[src/rtl/dmem_arbiter.sv]
// rtl/dmem_arbiter.sv - two-port arbiter sharing the single-port data memory
module dmem_arbiter #(
  parameter int DMEM_WORDS = 1024,
  parameter int FIXED_PRIO = 0
) (
  input  logic        clk,
  input  logic        reset,
  input  logic        p0_valid,
  output logic        p0_ready,
  input  logic [31:0] p0_addr,
  input  logic        p0_we,
  input  logic [31:0] p0_wdata,
  input  logic [3:0]  p0_wstrb,
  output logic        p0_rsp_valid,
  output logic [31:0] p0_rsp_rdata,
  output logic        p0_rsp_err,
  input  logic        p1_valid,
  output logic        p1_ready,
  input  logic [31:0] p1_addr,
  input  logic        p1_we,
  input  logic [31:0] p1_wdata,
  input  logic [3:0]  p1_wstrb,
  output logic        p1_rsp_valid,
  output logic [31:0] p1_rsp_rdata,
  output logic        p1_rsp_err,
  output logic        mem_en,
  output logic        mem_we,
  output logic [29:0] mem_addr,
  output logic [31:0] mem_wdata,
  output logic [3:0]  mem_wstrb,
  input  logic [31:0] mem_rdata
);

  typedef enum logic [1:0] {
    ST_IDLE = 2'd0,
    ST_CMD  = 2'd1,
    ST_RESP = 2'd2
  } state_t;

  localparam logic [30:0] WORD_LIMIT = 31'(DMEM_WORDS);

  state_t      state_q;
  logic        ptr_q;
  logic        owner_q;
  logic        we_q;
  logic        oor_q;
  logic        mem_en_q;
  logic        mem_we_q;
  logic [3:0]  mem_wstrb_q;
  logic [29:0] mem_addr_q;
  logic [31:0] mem_wdata_q;
  logic [1:0]  rsp_valid_q;
  logic        rsp_err_q;
  logic        rsp_read_q;

  logic        can_accept;
  logic        prefer1;
  logic        pick0;
  logic        pick1;
  logic        acc0;
  logic        acc1;
  logic        acc;
  logic [31:0] sel_addr;
  logic        sel_we;
  logic [31:0] sel_wdata;
  logic [3:0]  sel_wstrb;
  logic        sel_oor;
  logic        unused_addr_lsbs;

  // Byte offset bits never select a word.
  assign unused_addr_lsbs = ^{p0_addr[1:0], p1_addr[1:0]};

  // Arbitration: a lone requester wins; on a tie the pointer (or fixed port 0) decides.
  always_comb begin
    can_accept = reset && (state_q != ST_CMD);
    prefer1    = (FIXED_PRIO == 0) && ptr_q;
    pick0      = p0_valid && (!p1_valid || !prefer1);
    pick1      = p1_valid && !pick0;
    acc0       = can_accept && pick0;
    acc1       = can_accept && pick1;
    acc        = acc0 || acc1;
    sel_addr   = acc1 ? p1_addr  : p0_addr;
    sel_we     = acc1 ? p1_we    : p0_we;
    sel_wdata  = acc1 ? p1_wdata : p0_wdata;
    sel_wstrb  = acc1 ? p1_wstrb : p0_wstrb;
    sel_oor    = ({1'b0, sel_addr[31:2]} >= WORD_LIMIT);
  end

  assign p0_ready = acc0;
  assign p1_ready = acc1;

  // Controller: latch the winning command, run one memory cycle, then pulse the response.
  always_ff @(posedge clk) begin
    if (!reset) begin
      state_q     <= ST_IDLE;
      ptr_q       <= 1'b0;
      owner_q     <= 1'b0;
      we_q        <= 1'b0;
      oor_q       <= 1'b0;
      mem_en_q    <= 1'b0;
      mem_we_q    <= 1'b0;
      mem_wstrb_q <= 4'b0;
      mem_addr_q  <= 30'b0;
      mem_wdata_q <= 32'b0;
      rsp_valid_q <= 2'b00;
      rsp_err_q   <= 1'b0;
      rsp_read_q  <= 1'b0;
    end else begin
      case (state_q)
        ST_IDLE, ST_RESP: begin
          rsp_valid_q <= 2'b00;
          rsp_err_q   <= 1'b0;
          rsp_read_q  <= 1'b0;
          if (acc) begin
            state_q     <= ST_CMD;
            owner_q     <= acc1;
            ptr_q       <= acc0;
            we_q        <= sel_we;
            oor_q       <= sel_oor;
            mem_en_q    <= !sel_oor;
            mem_we_q    <= sel_we && !sel_oor;
            mem_wstrb_q <= (sel_we && !sel_oor) ? sel_wstrb : 4'b0;
            mem_addr_q  <= sel_addr[31:2];
            mem_wdata_q <= sel_wdata;
          end else begin
            state_q <= ST_IDLE;
          end
        end
        ST_CMD: begin
          state_q     <= ST_RESP;
          mem_en_q    <= 1'b0;
          mem_we_q    <= 1'b0;
          mem_wstrb_q <= 4'b0;
          rsp_valid_q <= owner_q ? 2'b10 : 2'b01;
          rsp_err_q   <= oor_q;
          rsp_read_q  <= !we_q && !oor_q;
        end
        default: state_q <= ST_IDLE;
      endcase
    end
  end

  // Strobes are forced low while reset is held, even before the reset edge lands.
  assign mem_en    = reset && mem_en_q;
  assign mem_we    = reset && mem_we_q;
  assign mem_wstrb = reset ? mem_wstrb_q : 4'b0;
  assign mem_addr  = mem_addr_q;
  assign mem_wdata = mem_wdata_q;

  // Read data passes straight through from the synchronous memory during the response cycle.
  assign p0_rsp_valid = reset && rsp_valid_q[0];
  assign p1_rsp_valid = reset && rsp_valid_q[1];
  assign p0_rsp_err   = p0_rsp_valid && rsp_err_q;
  assign p1_rsp_err   = p1_rsp_valid && rsp_err_q;
  assign p0_rsp_rdata = (p0_rsp_valid && rsp_read_q) ? mem_rdata : 32'h0;
  assign p1_rsp_rdata = (p1_rsp_valid && rsp_read_q) ? mem_rdata : 32'h0;

endmodule
[config.mk]
export PLATFORM = sky130hd
export DESIGN_NAME = dmem_arbiter
export DESIGN_NICKNAME = d
export VERILOG_FILES = /design/src/rtl/dmem_arbiter.sv
export SDC_FILE = /design/constraint.sdc
export NUM_CORES = 1
export LEC_CHECK = 0
export CORE_AREA = 2 2 121 123
export DETAILED_ROUTE_END_ITERATION = 6
export DIE_AREA = 0 0 123 125
export GPL_ROUTABILITY_DRIVEN = 0
export PLACE_DENSITY = 0.82
export SLEW_MARGIN = 20
export SYNTH_ARGS = -nofsm -noshare
export SYNTH_HDL_FRONTEND = slang
export SYNTH_SLANG_ARGS = --single-unit
[constraint.sdc]
create_clock -name clk -period 2.75 [get_ports clk]
set_input_delay 0.55 -clock clk [delete_from_list [all_inputs] [get_ports clk]]
set_output_delay 0.55 -clock clk [all_outputs]
set_load 0.05 [all_outputs]
==> flow_metrics.tcl <==
set metrics [dict create \
    status "completed" \
    fin_worst_skew_ns 0.00574 \
    worst_slew_pin_slew_ns 0.823 \
    synth_nets 684 \
    cts_buffers 9 \
    syn_avg_cell_area_sq_um 7.96 \
    setup_viol 0 \
    crit_type "in2out" \
    cp-end-kind "primary output" \
    start_kind "primary input" \
    clock-root-buffer "clkbuf_16" \
    hold_path_depth 2 \
    grt_pass1_wl_microns 24300 \
    nets 974 \
    worstHoldStart "we_q$_SDFFE_PN0P_" \
    tns_ns 0 \
    cts.repair.resized 0 \
    antenna_found_initial 0 \
    drt_iter0_markers 227 \
    slew_headroom_pct 45.1 \
    arrival_ns 2.08 \
    fp-row-count 44 \
    io_buffers 307 \
    cap_violations 0 \
    drc 0 \
    max_freq_mhz 381 \
    hold_class "reg2reg" \
    fin_crit_sh_pct 95.5 \
    grt_remaining_overflow 0 \
    netlist_area_sq_mm 0.00406 \
    wl_microns 16000 \
    num_vias 4686 \
    post_cts_buffers 0 \
    netlist_instances 510 \
    area_growth_pct 106 \
    core_sq_mm 0.0142 \
    timing.rr.end "mem_wstrb_q[1]$_SDFFE_PN0P_" \
    yosys_warnings 0 \
    ys_top_cells_by_area "dfxtp_1 (38%), nand2_1 (12%), and2_1 (11%)" \
    die_h_microns 125 \
    die_x_microns 123 \
    p_leak_nw 3.21 \
    final_cell_mix "clkdlybuf4s50_1 (231), nand2_1 (132), buf_12 (82), dfxtp_1 (78)" \
    r2r_cells 5 \
    track_usage_pct 20.4 \
    grt_pass1_vias 4465 \
    cts.path.max_buffers 2 \
    drtPass1Iterations 4 \
    clk_latency_ns 0.34 \
    slew_violations 0 \
    synth.top_cell.area_share_pct 38.5 \
    power_density_mw_per_mm2 422 \
    antennaDiodeCount 0 \
    cts.htree.levels 3 \
    ant_nets 0 \
    r2r_setup_slack_ns 0.86 \
    cts.sink_count 78 \
    holdBufCountCts 0 \
    viasPerCell 4.74 \
    ys_types 29 \
    hold_violations 0 \
    rsz0062_at_grt "false" \
    grt_max_degree 84 \
    hpwl_microns 12500 \
    synth_seq_cells 78 \
    final_common_cell "clkdlybuf4s50_1" \
    hold_end "we_q$_SDFFE_PN0P_" \
    critical_path_required_ns 2.20 \
    design_area_sq_mm 0.00834 \
    peakVddDrop_mv 0.276 \
    fin_util_pct 58.7 \
    die_area_sq_mm 0.0154 \
    yosysTopAreaCell "dfxtp_1" \
    post_drt_wl_per_cell_microns 16.2 \
    final_layout_size_suffix_gt1_share_pct 16.0 \
    finalCriticalPeriod_ns 2.63 \
    seq_area_frac_synth_pct 38.5 \
    placed_area_sq_mm 0.00804 \
    worstReg2RegStart "state_q[1]$_SDFF_PN0_" \
    ios 312 \
    critical_path.max_fanout 8 \
    cts_tree "yes" \
    clk_pin_slew_ns 0.06 \
    initial_core_util_pct 28.6 \
]
[layer usage]
| layer | part of all wire, % | vias up | GRT usage [%] | wire (microns) |
|---|---|---|---|---|
| met5 | 0 | - | 0 | 0 |
| met4 | 2.9 | 0 | 7.55 | 461 |
| met3 | 7.1 | 30 | 4.84 | 1140 |
| met2 | 49 | 180 | 34.5 | 7910 |
| met1 | 41 | 2147 | 24.9 | 6480 |
| li1 | - | 2329 | - | - |
[area by class of cell]
cell class	count	area [sq um]
timing repair buffer	322	4020
multi-input combinational	384	2210
fill	1227	5860
tap	184	230
clock inverter	6	61.3
inverter	5	18.8
clock buffer	10	239
sequential	78	1560
[cells in the mapped netlist]
| master | n |
|---|---|
| or3_1 | 1 |
| o2bb2ai_1 | 4 |
| nand2b_4 | 1 |
| and2_1 | 72 |
| nand2_1 | 132 |
| a211oi_1 | 3 |
| a21o_1 | 1 |
| inv_2 | 3 |
| and4_1 | 1 |
| a21oi_1 | 5 |
| o2111ai_4 | 1 |
| clkbuf_1 | 15 |
| nor4_1 | 10 |
| dfxtp_1 | 78 |
| buf_6 | 9 |
| nand3_1 | 1 |
| a211oi_4 | 1 |
| nor3_1 | 2 |
| mux2i_1 | 5 |
| a311oi_2 | 14 |
| buf_2 | 13 |
| o21ai_0 | 2 |
| nor2_1 | 72 |
| and3_1 | 6 |
| inv_1 | 2 |
| buf_4 | 6 |
| mux2_2 | 1 |
| a311oi_1 | 48 |
| o211ai_2 | 1 |
[critical path: stages]
cell and delay (ns):
clkdlybuf4s50_1 0.66, buf_4 0.22, o2111ai_4 0.25, inv_2 0.23, buf_12 0.16
[how the worst max path moves through the flow]
stage | from | end | slack [ns]
2_1_floorplan | reset | p0_ready | 0.19
6_report | reset | p1_ready | 0.12
3_5_place_dp | reset | mem_wstrb_q[3]$_SDFFE_PN0P_ | 0.09
4_1_cts | reset | p1_ready | 0.11
3_3_place_gp | reset | mem_wstrb_q[2]$_SDFFE_PN0P_ | 0.14
5_1_grt | reset | p1_ready | 0.04
[flip-flops by register name, indices dropped and copies added (netlist names)]
register     flops
mem_wdata       32
mem_en_q         1
mem_wstrb_q      4
mem_addr        30
we_q             1
rsp_valid_q      2
state_q          2
rsp_read_q       1
mem_we_q         1
owner_q          1
prefer1          1
oor_q            1
rsp_err_q        1
[power by group]
part	internal, W	switching, W
clock network	0.000724	0.000481
logic	0.000474	0.000573
registers	0.00122	0.0000517
total	0.00242	0.00111
[logic make-up (layout without fill, tap and decap cells)]
family	after synthesis	count (layout)	synth area share (%)
DFF	78	78	38.5
and+or+nand+nor	298	298	33.5
muxes	6	6	1.51
buffers and inverters	48	343	7.06
AOI/OAI and AO/OA	80	80	19.5
[through the flow]
step / total power (W) / hold WS (ns) / std cells / worst slack (ns)
4_1_cts: 0.00356 / 0.462 / 989 / 0.107
3_3_place_gp: 0.00233 / 0.448 / 973 / 0.136
6_report: 0.00352 / 0.459 / 989 / 0.123
5_1_grt: 0.00367 / 0.481 / 989 / 0.0389
2_1_floorplan: 0.00186 / 0.436 / 510 / 0.192
3_5_place_dp: 0.00235 / 0.452 / 973 / 0.0910
Note: power is estimated with default switching activity, not from simulation.
